**src/rtl/mac_seq_ctrl_pkg.sv**
```systemverilog
// mac_seq_ctrl_pkg: shared states, MAC instruction codes, modes and
// the per-state registered control decode for the MAC sequencer.
package mac_seq_ctrl_pkg;

  typedef enum logic [2:0] {
    S_IDLE    = 3'd0,
    S_LOAD    = 3'd1,
    S_GAP     = 3'd2,
    S_EXEC    = 3'd3,
    S_DRAIN   = 3'd4,
    S_DELIVER = 3'd5,
    S_DONE    = 3'd6
  } state_e;

  localparam logic [1:0] INST_NOP  = 2'b00;
  localparam logic [1:0] INST_LOAD = 2'b01;
  localparam logic [1:0] INST_EXEC = 2'b10;

  localparam logic MODE_WS = 1'b0;
  localparam logic MODE_OS = 1'b1;

  typedef struct packed {
    logic [1:0] inst_w;
    logic       l0_rd;
    logic       deliver;
    logic       hold;
    logic       busy;
    logic       done;
  } ctl_t;

  function automatic int max_int(int a, int b);
    return (a > b) ? a : b;
  endfunction

  function automatic ctl_t decode(state_e s);
    ctl_t c;
    c.inst_w  = INST_NOP;
    c.l0_rd   = 1'b0;
    c.deliver = 1'b0;
    c.hold    = 1'b1;
    c.busy    = 1'b1;
    c.done    = 1'b0;
    unique case (s)
      S_IDLE: c.busy = 1'b0;
      S_LOAD: begin
        c.inst_w = INST_LOAD;
        c.l0_rd  = 1'b1;
        c.hold   = 1'b0;
      end
      S_GAP: c.hold = 1'b1;
      S_EXEC: begin
        c.inst_w = INST_EXEC;
        c.l0_rd  = 1'b1;
        c.hold   = 1'b0;
      end
      S_DRAIN: c.hold = 1'b0;
      S_DELIVER: begin
        c.deliver = 1'b1;
        c.hold    = 1'b0;
      end
      S_DONE: begin
        c.busy = 1'b0;
        c.done = 1'b1;
      end
      default: c.busy = 1'b0;
    endcase
    return c;
  endfunction

endpackage

```
**src/rtl/mac_seq_counter.sv**
```systemverilog
// mac_seq_counter: loadable down-counter, stops at zero.
// Ports: clk, reset, ld/ld_val (load wins), en (count), last (count==1).
module mac_seq_counter #(
  parameter int W = 8
) (
  input  logic         clk,
  input  logic         reset,
  input  logic         ld,
  input  logic [W-1:0] ld_val,
  input  logic         en,
  output logic         last
);

  logic [W-1:0] cnt_q, cnt_d;

  always_comb begin
    cnt_d = cnt_q;
    if (ld) begin
      cnt_d = ld_val;
    end else if (en && cnt_q != '0) begin
      cnt_d = cnt_q - W'(1);
    end
  end

  always_ff @(posedge clk) begin
    if (reset) begin
      cnt_q <= '0;
    end else begin
      cnt_q <= cnt_d;
    end
  end

  assign last = (cnt_q == W'(1));

endmodule

```
**src/rtl/mac_seq_ctrl.sv**
```systemverilog
// mac_seq_ctrl: MAC array tile-job sequencer (LOAD/GAP/EXEC/DRAIN/DELIVER).
// Ports: clk, reset, start, mode, exec_len, l0_empty in; l0_rd, inst_w,
// mac_tile_version, mac_deliver, hold_cq, busy, done out.
// MAC_SEQ_PERF_EN adds perf_cycles[31:0] and perf_stalls[15:0].
module mac_seq_ctrl
  import mac_seq_ctrl_pkg::*;
#(
  parameter int row    = 8,
  parameter int col    = 8,
  parameter int len_bw = 8
) (
  input  logic              clk,
  input  logic              reset,
  input  logic              start,
  input  logic              mode,
  input  logic [len_bw-1:0] exec_len,
  input  logic              l0_empty,
  output logic              l0_rd,
  output logic [1:0]        inst_w,
  output logic              mac_tile_version,
  output logic              mac_deliver,
  output logic              hold_cq,
  output logic              busy,
  output logic              done
`ifdef MAC_SEQ_PERF_EN
  ,
  output logic [31:0]       perf_cycles,
  output logic [15:0]       perf_stalls
`endif
);

  localparam int CW = max_int(len_bw, $clog2(row + col));

  state_e            state_q, state_d;
  logic              mode_q, mode_d;
  logic [len_bw-1:0] len_q, len_d;
  ctl_t              ctl_q, ctl_d;

  logic          cnt_ld, cnt_en, cnt_last;
  logic [CW-1:0] cnt_val;
  logic          feed, stall, acc;

  assign feed  = (state_q == S_LOAD) || (state_q == S_EXEC);
  assign stall = feed && l0_empty;
  assign acc   = feed && !l0_empty;

  mac_seq_counter #(.W(CW)) u_cnt (
    .clk    (clk),
    .reset  (reset),
    .ld     (cnt_ld),
    .ld_val (cnt_val),
    .en     (cnt_en),
    .last   (cnt_last)
  );

  always_comb begin
    state_d = state_q;
    mode_d  = mode_q;
    len_d   = len_q;
    cnt_ld  = 1'b0;
    cnt_val = '0;
    cnt_en  = acc || (state_q == S_DRAIN) ||
              (state_q == S_DELIVER);
    unique case (state_q)
      S_IDLE: begin
        if (start) begin
          mode_d = mode;
          len_d  = exec_len;
          if (exec_len == '0) begin
            state_d = S_DONE;
          end else if (mode == MODE_OS) begin
            state_d = S_EXEC;
            cnt_ld  = 1'b1;
            cnt_val = CW'(exec_len);
          end else begin
            state_d = S_LOAD;
            cnt_ld  = 1'b1;
            cnt_val = CW'(col);
          end
        end
      end
      S_LOAD: begin
        if (acc && cnt_last) state_d = S_GAP;
      end
      S_GAP: begin
        state_d = S_EXEC;
        cnt_ld  = 1'b1;
        cnt_val = CW'(len_q);
      end
      S_EXEC: begin
        if (acc && cnt_last) begin
          state_d = S_DRAIN;
          cnt_ld  = 1'b1;
          cnt_val = CW'(row + col - 1);
        end
      end
      S_DRAIN: begin
        if (cnt_last) begin
          if (mode_q == MODE_OS) begin
            state_d = S_DELIVER;
            cnt_ld  = 1'b1;
            cnt_val = CW'(row);
          end else begin
            state_d = S_DONE;
          end
        end
      end
      S_DELIVER: begin
        if (cnt_last) state_d = S_DONE;
      end
      S_DONE:  state_d = S_IDLE;
      default: state_d = S_IDLE;
    endcase
    ctl_d = decode(state_d);
  end

  always_ff @(posedge clk) begin
    if (reset) begin
      state_q <= S_IDLE;
      mode_q  <= MODE_WS;
      len_q   <= '0;
      ctl_q   <= decode(S_IDLE);
    end else begin
      state_q <= state_d;
      mode_q  <= mode_d;
      len_q   <= len_d;
      ctl_q   <= ctl_d;
    end
  end

  // Phase outputs are registered; an empty L0 can only be seen in the
  // cycle it happens, so it masks the feed outputs directly.
  assign inst_w           = stall ? INST_NOP : ctl_q.inst_w;
  assign l0_rd            = ctl_q.l0_rd && !stall;
  assign hold_cq          = ctl_q.hold || stall;
  assign mac_deliver      = ctl_q.deliver;
  assign busy             = ctl_q.busy;
  assign done             = ctl_q.done;
  assign mac_tile_version = mode_q;

`ifdef MAC_SEQ_PERF_EN
  logic [31:0] pc_q, pc_d;
  logic [15:0] ps_q, ps_d;

  // Counts every cycle from the one after start through done.
  always_comb begin
    pc_d = pc_q;
    ps_d = ps_q;
    if (state_q == S_IDLE && start) begin
      pc_d = '0;
      ps_d = '0;
    end else if (state_q != S_IDLE) begin
      pc_d = pc_q + 32'd1;
      if (stall && ps_q != 16'hFFFF) ps_d = ps_q + 16'd1;
    end
  end

  always_ff @(posedge clk) begin
    if (reset) begin
      pc_q <= '0;
      ps_q <= '0;
    end else begin
      pc_q <= pc_d;
      ps_q <= ps_d;
    end
  end

  assign perf_cycles = pc_q;
  assign perf_stalls = ps_q;
`endif

endmodule
```
**config.mk**
```make
export PLATFORM = sky130hd
export DESIGN_NAME = mac_seq_ctrl
export DESIGN_NICKNAME = d
export VERILOG_FILES = /design/src/rtl/mac_seq_ctrl_pkg.sv /design/src/rtl/mac_seq_counter.sv /design/src/rtl/mac_seq_ctrl.sv
export SDC_FILE = /design/constraint.sdc
export NUM_CORES = 1
export LEC_CHECK = 0
export BUFFER_PORTS_ARGS = -buffer_cell sky130_fd_sc_hd__buf_4
export CORE_ASPECT_RATIO = 1.25
export CORE_MARGIN = 3
export CORE_UTILIZATION = 40
export CTS_BUF_LIST = sky130_fd_sc_hd__clkbuf_16
export DETAILED_ROUTE_END_ITERATION = 10
export PLACE_DENSITY = 0.6
export SLEW_MARGIN = 25
export SYNTH_ARGS = -nofsm -noshare
export SYNTH_HDL_FRONTEND = slang
export SYNTH_SLANG_ARGS = --single-unit
```
**constraint.sdc**
```tcl
create_clock -name clk -period 2.6 [get_ports clk]
set_input_delay 0.26 -clock clk [delete_from_list [all_inputs] [get_ports clk]]
set_output_delay 0.26 -clock clk [all_outputs]
set_load 0.05 [all_outputs]
```
==> flow_summary.toml, run 1 <==
[synth]
avgSynthCellArea_um2 = 8.48
synth_top_family_by_area = "simple AND/OR/NAND/NOR gates"
synth_edf_count = 0
synthXorXnorAreaFrac_pct = 4.38
synthMuxAreaShare_pct = 0
asyncSetResetFlopFracSynth_pct = 0
synth_top_area_cell = "dfxtp_1"
yosysTopAreaCellShare_pct = 38.6
ys.flop_type = "dfxtp_1"
yosysWarnings = 0
syn_area_um2 = 1400
synthTopCellsByArea = "dfxtp_1 (39%), nand2_1 (5.9%), a21oi_1 (3.9%), a22oi_1 (3.2%), xnor2_1 (3.1%)"
synth_seq_area_share_pct = 38.6
synth_fp_nets = 180
synth-seq-cells = 27
synth_common_cells = "dfxtp_1 (27), nand2_1 (22), a21oi_1 (11)"
synth-compound-area-share_pct = 21.6
netlist_instances = 165
synthSimpleGateAreaFrac_pct = 30.1
yosysUniqueCellTypes = 44
synth_adder_area_share_pct = 1.79
yosysMostFrequentCell = "dfxtp_1"

[layout]
fillerInstances = 324
insertedDiodeCount = 0
final_cells = 221
syn_to_final_growth_pct = 19.1
nets = 200
drive_above_1_share_pct = 17.9

[pwr]
p_int_mw = 0.799
max-vdd-ir-drop_mv = 0.460
pwr-share-clk_pct = 29.6
combPwrFrac_pct = 28.4
leakagePower_nw = 0.629
p_sw_mw = 0.380
switching_share_pct = 32.3
powerDensity_nw_per_um2 = 708
p_seq_share_pct = 42.0

[timing]
worstMarginPinSlew_ps = 566
holdWs_ps = 254
fin_setup_tns_ps = 0
final.setup_skew_ps = 4.19
slew_headroom_pct = 62.1
setup_viol = 0
timing.final.crit_share_pct = 86.1
rsz0062_at_grt = "false"
final.min_clock_period_ps = 2240
drv_slew = 0
hold_viol_final = 0
fmax_mhz = 446

[critical_path]
crit_top_cell = "nor3_1"
crit_chain = "inv_1 > ha_1 > or3b_2 > nor3_1 > o21bai_1 > nor3_1 > and4b_1"
slowest_delay_ps = 540
cpMaxStageDelayCell = "or3b_2"
critPathKind = "flip-flop to flip-flop"
cp_top_family = "simple AND/OR/NAND/NOR gates"
regToRegSetupSlack_ps = 360
end_kind = "flip-flop"
cp.buffers_inverters = 1
cp_max_fo = 5
crit_required_ps = 2760
start_kind = "flip-flop"
worstPathArrival_ps = 2400

[placement]
portBuffers = 20
place_congestion = 0.790
hpwlAfterDp_mm = 2.64
placed_cells = 217

[clock_network]
insertion_delay_ps = 260
cts_buffers = 3
ctsHoldBuffers = 0
htree_levels = 1
cts.path.max_buffers = 2
post_cts_resized = 0
post_cts_buffers = 0
cts.clk_slew.worst_paths_ps = 70
cts_tree = "done"
root_buffer = "clkbuf_16"
clkSinkCount = 27

[detailed_routing]
via_count = 1296
ant_nets = 0
routed_wl_mm = 3.48
detail_route.wl_per_cell_um = 15.7
drc_errors = 0
drt_first_pass_iters = 4
first_iter_violations = 15
routed_via_density = 5.86

[floorplanning]
die_area_um2 = 4250
start_util_pct = 42.6
die_h_um = 72.1
core.rowCount = 23
core_area_um2 = 3280
pin_count = 21
dieWidth_um = 58.9

[grt]
grt_pass1_vias = 1318
antenna_found_initial = 0
grt_pass1_wl_mm = 6.07
track_usage_pct = 18.5
gr-total-overflow = 0
grt_start_max_net_pins = 24

[worst_hold_path]
hp-class = "input pin to flip-flop"

[job]
drv_cap = 0

[run_status]
status = "completed"
metal layers:
layer,wire (µm),global-route usage [%]
met4,89,10.3
met2,1830,32.3
met1,1440,21.1
met5,0,0
met3,122,2.49
stage by stage:
step	utilization, %	cell area, µm²	power [mW]	setup WS (ps)
after floorplan	-	1400	0.734	656
after global placement	48.4	1590	0.831	410
after detailed placement	48.4	1590	0.837	415
after CTS	50.8	1670	1.18	365
after global routing	50.8	1670	1.24	163
final	50.8	1670	1.18	360
kinds of logic after synthesis:
group,count (synthesis)
and+or+nand+nor,73
adders and majority gates,2
xor gates and xnor gates,7
buffers and inverters,12
AOI/OAI and AO/OA,44
DFF,27
cell type report:
class                      instances  area, µm²  share of cell area (%)
clock inverter                     1       3.75                   0.225
inverter                           3       11.3                   0.676
sequential                        27        541                    32.5
multi-input combinational        126        808                    48.5
clock buffer                       3       75.1                    4.51
timing repair buffer              24        180                    10.8
tap                               37       46.3                    2.78
state kept, by name, summed over array words and instances, names as in the netlist:
register          cells
len_q                 8
u_cnt.cnt_q           8
ctl_q                 4
state_q               3
busy                  1
done                  1
mac_deliver           1
mac_tile_version      1
final timing paths:
| path | depth (start not counted) | start | end |
|---|---|---|---|
| max reg2reg | 7 | u_cnt.cnt_q[1]$_SDFFE_PP0P_ | mac_deliver$_SDFF_PP0_ |
| min reg2reg | 2 | len_q[5]$_SDFFE_PP0P_ | len_q[5]$_SDFFE_PP0P_ |
| max | 7 | u_cnt.cnt_q[1]$_SDFFE_PP0P_ | mac_deliver$_SDFF_PP0_ |
| min | 3 | exec_len[6] | len_q[6]$_SDFFE_PP0P_ |
power groups by stage:
stage | Sequential [mW] | Clock, mW | Combinational (mW)
final | 0.495 | 0.349 | 0.335
after global routing | 0.503 | 0.370 | 0.370
after CTS | 0.495 | 0.354 | 0.336
after detailed placement | 0.504 | 0 | 0.333
after global placement | 0.502 | 0 | 0.329
after floorplan | 0.501 | 0 | 0.233
worst reg2reg max path: cells and delay by family, from the launching register on:
kind	cells	cell delay (ps)
compound gates	1	100
fa+ha+maj	1	180
buf+inv	1	80
flops	1	330
simple gates	4	1430
cell usage in the layout (no fill, tap or decap), types with 2 or more instances in the layout:
cell type / Yosys / final
a31oi_1: 4 / 4
o21ai_0: 4 / 4
a22oi_1: 6 / 6
and2_1: 4 / 4
xor2_1: 2 / 2
nor4_1: 5 / 5
nand2_1: 22 / 22
nor4b_1: 2 / 2
nor2_1: 9 / 9
buf_4: 0 / 24
o22ai_1: 3 / 3
inv_1: 3 / 4
ha_1: 2 / 2
nand3_1: 5 / 5
a21oi_1: 11 / 11
nor4bb_1: 2 / 2
nor3_1: 4 / 4
o211ai_1: 4 / 4
clkbuf_16: 0 / 3
nor3b_1: 5 / 5
xnor2_1: 5 / 5
a221oi_1: 2 / 2
nand2b_1: 5 / 5
nor2b_1: 2 / 2
dfxtp_1: 27 / 27
Note: power is estimated with default switching activity, not from simulation.
==> run 2: changes to the inputs <==
CORE_MARGIN = 4   (was 3)
==> run 2 against run 1 <==
Core utilization rose by 0.11 points; register-to-register slack got worse by 60 ps; power rose by 1.3%; die area rose by 6.3%; worst setup slack got worse by 64 ps; sequential cell count did not move; maximum frequency fell by 2.8%; sequential power barely moved.
==> flow_summary.toml, run 2 (synthesis results as in run 1) <==
[detailed_routing]
detail_route.wl_per_cell_um = 16.2
first_iter_violations = 73
drc_errors = 0
drt_first_pass_iters = 7
routed_wl_mm = 3.57
ant_nets = 0
routed_via_density = 5.87
via_count = 1298

[floorplanning]
core_area_um2 = 3280
die_h_um = 74.1
pin_count = 21
dieWidth_um = 60.9
die_area_um2 = 4510
core.rowCount = 23
start_util_pct = 42.6

[grt]
grt_pass1_wl_mm = 5.70
antenna_found_initial = 0
gr-total-overflow = 0
grt_pass1_vias = 1235
grt_start_max_net_pins = 24
track_usage_pct = 16.7

[timing]
worstMarginPinSlew_ps = 607
drv_slew = 0
rsz0062_at_grt = "false"
hold_viol_final = 0
timing.final.crit_share_pct = 88.6
final.min_clock_period_ps = 2300
fin_setup_tns_ps = 0
final.setup_skew_ps = 5.33
fmax_mhz = 434
holdWs_ps = 257
setup_viol = 0
slew_headroom_pct = 59.4

[job]
drv_cap = 0

[clock_network]
cts.clk_slew.worst_paths_ps = 70
htree_levels = 1
ctsHoldBuffers = 0
cts_buffers = 3
cts.path.max_buffers = 2
insertion_delay_ps = 260
root_buffer = "clkbuf_16"
post_cts_resized = 0
clkSinkCount = 27
cts_tree = "done"
post_cts_buffers = 0

[layout]
final-seq-area_um2 = 541
fillerInstances = 317
drive_above_1_share_pct = 18.5
reg_top3 = "len_q x8, u_cnt.cnt_q x8, ctl_q x4"
insertedDiodeCount = 0
layout.cells.most_common = "dfxtp_1"
final_cell_mix = "dfxtp_1 (27), buf_4 (24), nand2_1 (22)"
nets = 200
multi_input_area_um2 = 808
final_cell_area_um2 = 1670
syn_to_final_growth_pct = 19.3

[pwr]
p_seq_share_pct = 41.4
pwr-share-clk_pct = 30.3
leakagePower_nw = 0.623
p_int_mw = 0.802
combPwrFrac_pct = 28.3
max-vdd-ir-drop_mv = 0.493
p_sw_mw = 0.393
p_total_mw = 1.19
powerDensity_nw_per_um2 = 716
switching_share_pct = 32.9

[placement]
placed_area_um2 = 1590
portBuffers = 20
hpwlAfterDp_mm = 2.61
place_congestion = 0.821

[worst_hold_path]
whs_endpoint = "len_q[3]$_SDFFE_PP0P_"
hp-class = "input pin to flip-flop"
min-delay-start = "exec_len[3]"
hold_depth = 3

[critical_path]
worstReg2RegEnd = "mac_deliver$_SDFF_PP0_"
cp_max_fo = 5
end_kind = "flip-flop"
worstPathArrival_ps = 2460
worstReg2RegStart = "u_cnt.cnt_q[1]$_SDFFE_PP0P_"
start_kind = "flip-flop"
crit_required_ps = 2760
regToRegSetupSlack_ps = 300
reg2reg_depth = 7
critPathKind = "flip-flop to flip-flop"

[run_status]
status = "completed"
run 2: worst max-delay path: stages, from the launching register on:
cell      delay [ps]
dfxtp_1          340
inv_1             90
ha_1             190
or3b_2           520
nor3_1           180
o21bai_1         120
nor3_1           500
and4b_1          260
run 2: cell type report:
cell class	count	share of cell area (%)
multi-input cells	126	48.4
flip-flops and latches	27	32.4
repair buffers	24	10.8
clock buffers	3	4.50
well taps	37	2.77
inverters	3	0.675
clock inverters	1	0.450
run 2: power groups by stage:
stage / Clock (mW) / Combinational [mW] / Sequential, mW
after floorplan: 0 / 0.233 / 0.501
after global placement: 0 / 0.329 / 0.502
after detailed placement: 0 / 0.334 / 0.502
after CTS: 0.365 / 0.337 / 0.493
after global routing: 0.384 / 0.368 / 0.500
final: 0.362 / 0.338 / 0.495
run 2: through the flow:
step	setup WS [ps]	utilization (%)	cells
3_3_place_gp	439	48.4	217
2_1_floorplan	656	-	165
3_5_place_dp	365	48.4	217
6_report	296	50.9	221
4_1_cts	337	50.9	221
5_1_grt	182	50.9	221
run 2: how the worst max path moves through the flow:
| stage | startpoint | end | slack, ps | cells past startpoint |
|---|---|---|---|---|
| floorplan | u_cnt.cnt_q[1]$_SDFFE_PP0P_ | mac_deliver$_SDFF_PP0_ | 660 | 6 |
| global route | u_cnt.cnt_q[1]$_SDFFE_PP0P_ | mac_deliver$_SDFF_PP0_ | 180 | 7 |
| detailed placement | u_cnt.cnt_q[1]$_SDFFE_PP0P_ | mac_deliver$_SDFF_PP0_ | 370 | 7 |
| global placement | u_cnt.cnt_q[1]$_SDFFE_PP0P_ | mac_deliver$_SDFF_PP0_ | 440 | 7 |
| CTS | u_cnt.cnt_q[1]$_SDFFE_PP0P_ | mac_deliver$_SDFF_PP0_ | 340 | 7 |
| finish | u_cnt.cnt_q[1]$_SDFFE_PP0P_ | mac_deliver$_SDFF_PP0_ | 300 | 7 |
run 2: routing by layer:
layer	part of all wire [%]	track usage, %	vias up
met1	40	18.6	601
met3	5.5	2.43	8
met2	52	30.8	41
met5	0	0	-
li1	-	-	648
met4	2.4	7.23	0
==> run 3: changes to the inputs <==
CORE_MARGIN = 2   (was 4)
==> run 3 against run 2 <==
Worst hold slack got worse by 2.6 ps; clock skew barely moved; worst setup slack improved by 66 ps; first-iteration DRC count fell by 29%; clock power fell by 4%; combinational power barely moved; register-to-register slack improved by 70 ps; sequential share of layout area did not move; largest cell class unchanged; largest power group unchanged.
==> flow_summary.toml, run 3 (synthesis results as in run 1) <==
[critical_path]
cp_max_fo = 5
crit_chain = "inv_1 > ha_1 > or3b_2 > nor3_1 > o21bai_1 > nor3_1 > and4b_1"
slowest_delay_ps = 530
cpMaxStageDelayCell = "or3b_2"
critPathKind = "flip-flop to flip-flop"
cp_top_family = "simple AND/OR/NAND/NOR gates"
worstPathArrival_ps = 2390
cp.buffers_inverters = 1
end_kind = "flip-flop"
crit_required_ps = 2750
crit_top_cell = "nor3_1"
start_kind = "flip-flop"

[clock_network]
post_cts_buffers = 0
root_buffer = "clkbuf_16"
post_cts_resized = 0
cts_buffers = 3
clkSinkCount = 27
cts_tree = "done"
htree_levels = 1
insertion_delay_ps = 260
ctsHoldBuffers = 0
cts.clk_slew.worst_paths_ps = 70
cts.path.max_buffers = 2

[detailed_routing]
routed_via_density = 5.78
first_iter_violations = 52
via_count = 1290
drt_first_pass_iters = 4
detail_route.wl_per_cell_um = 15.8
routed_wl_mm = 3.52
drc_errors = 0
ant_nets = 0

[grt]
gr-total-overflow = 0
track_usage_pct = 19.0
antenna_found_initial = 0
grt_pass1_vias = 1302
grt_pass1_wl_mm = 6.13
grt_start_max_net_pins = 24

[timing]
hold_viol_final = 0
fin_setup_tns_ps = 0
fmax_mhz = 447
worstMarginPinSlew_ps = 606
fin_ws_ps = 362
timing.final.crit_share_pct = 86.1
slew_headroom_pct = 59.5
final.setup_skew_ps = 5.69
rsz0062_at_grt = "false"
setup_viol = 0
drv_slew = 0
final.min_clock_period_ps = 2240

[placement]
place_ws_ps = 411
portBuffers = 20
place_congestion = 0.928
hpwlAfterDp_mm = 2.63

[layout]
final_cell_mix = "dfxtp_1 (27), buf_4 (24), nand2_1 (22)"
reg_top3 = "len_q x8, u_cnt.cnt_q x8, ctl_q x4"
utilization_pct = 48.8
insertedDiodeCount = 0
layout.cells.most_common = "dfxtp_1"
nets = 200
fillerInstances = 360
syn_to_final_growth_pct = 19.3
drive_above_1_share_pct = 18.5

[worst_hold_path]
hp-class = "input pin to flip-flop"

[pwr]
leakagePower_nw = 0.627
max-vdd-ir-drop_mv = 0.464
powerDensity_nw_per_um2 = 709

[floorplanning]
die_area_um2 = 3990
core.rowCount = 24
dieWidth_um = 56.9
pin_count = 21
core_area_um2 = 3420
start_util_pct = 40.9
die_h_um = 70.1

[job]
drv_cap = 0

[run_status]
status = "completed"
-- run 3: area by class of cell --
class                      instances  area, µm²  area share, %
multi-input combinational        126        808           48.4
clock buffer                       3       75.1           4.50
clock inverter                     1       5.00          0.300
tap                               39       48.8           2.92
sequential                        27        541           32.4
timing repair buffer              24        180           10.8
inverter                           3       11.3          0.675
-- run 3: per-layer routing --
metal,vias up,global-route usage (%),share of wire (%)
met4,0,6.20,1.6
li1,646,-,-
met1,594,24.7,42
met2,43,31.9,51
met3,7,2.96,4.9
met5,-,0,0
-- run 3: tightest hold or removal path: cells and delay by family --
family / cells / cell delay, ps
buffers and inverters: 1 / 120
and+or+nand+nor: 1 / 50
AOI/OAI and AO/OA: 1 / 50
-- run 3: final timing paths --
kind	startpoint	to	slack (ps)	cells past startpoint
max	u_cnt.cnt_q[1]$_SDFFE_PP0P_	mac_deliver$_SDFF_PP0_	360	7
min	exec_len[1]	len_q[1]$_SDFFE_PP0P_	250	3
max reg2reg	u_cnt.cnt_q[1]$_SDFFE_PP0P_	mac_deliver$_SDFF_PP0_	360	7
min reg2reg	len_q[5]$_SDFFE_PP0P_	len_q[5]$_SDFFE_PP0P_	460	2
-- run 3: where the power goes --
group / switching [mW] / total (mW) / internal (mW)
logic: 0.203 / 0.341 / 0.138
registers: 0.0388 / 0.494 / 0.455
clock network: 0.140 / 0.348 / 0.207
-- run 3: through the flow --
| step | hold slack (ps) | cell area (µm²) | total power, mW | std cells |
|---|---|---|---|---|
| final | 255 | 1670 | 1.18 | 223 |
| after CTS | 256 | 1670 | 1.19 | 223 |
| after global routing | 268 | 1670 | 1.25 | 223 |
| after detailed placement | 450 | 1590 | 0.839 | 219 |
| after global placement | 444 | 1590 | 0.834 | 219 |
| after floorplan | 396 | 1400 | 0.734 | 165 |
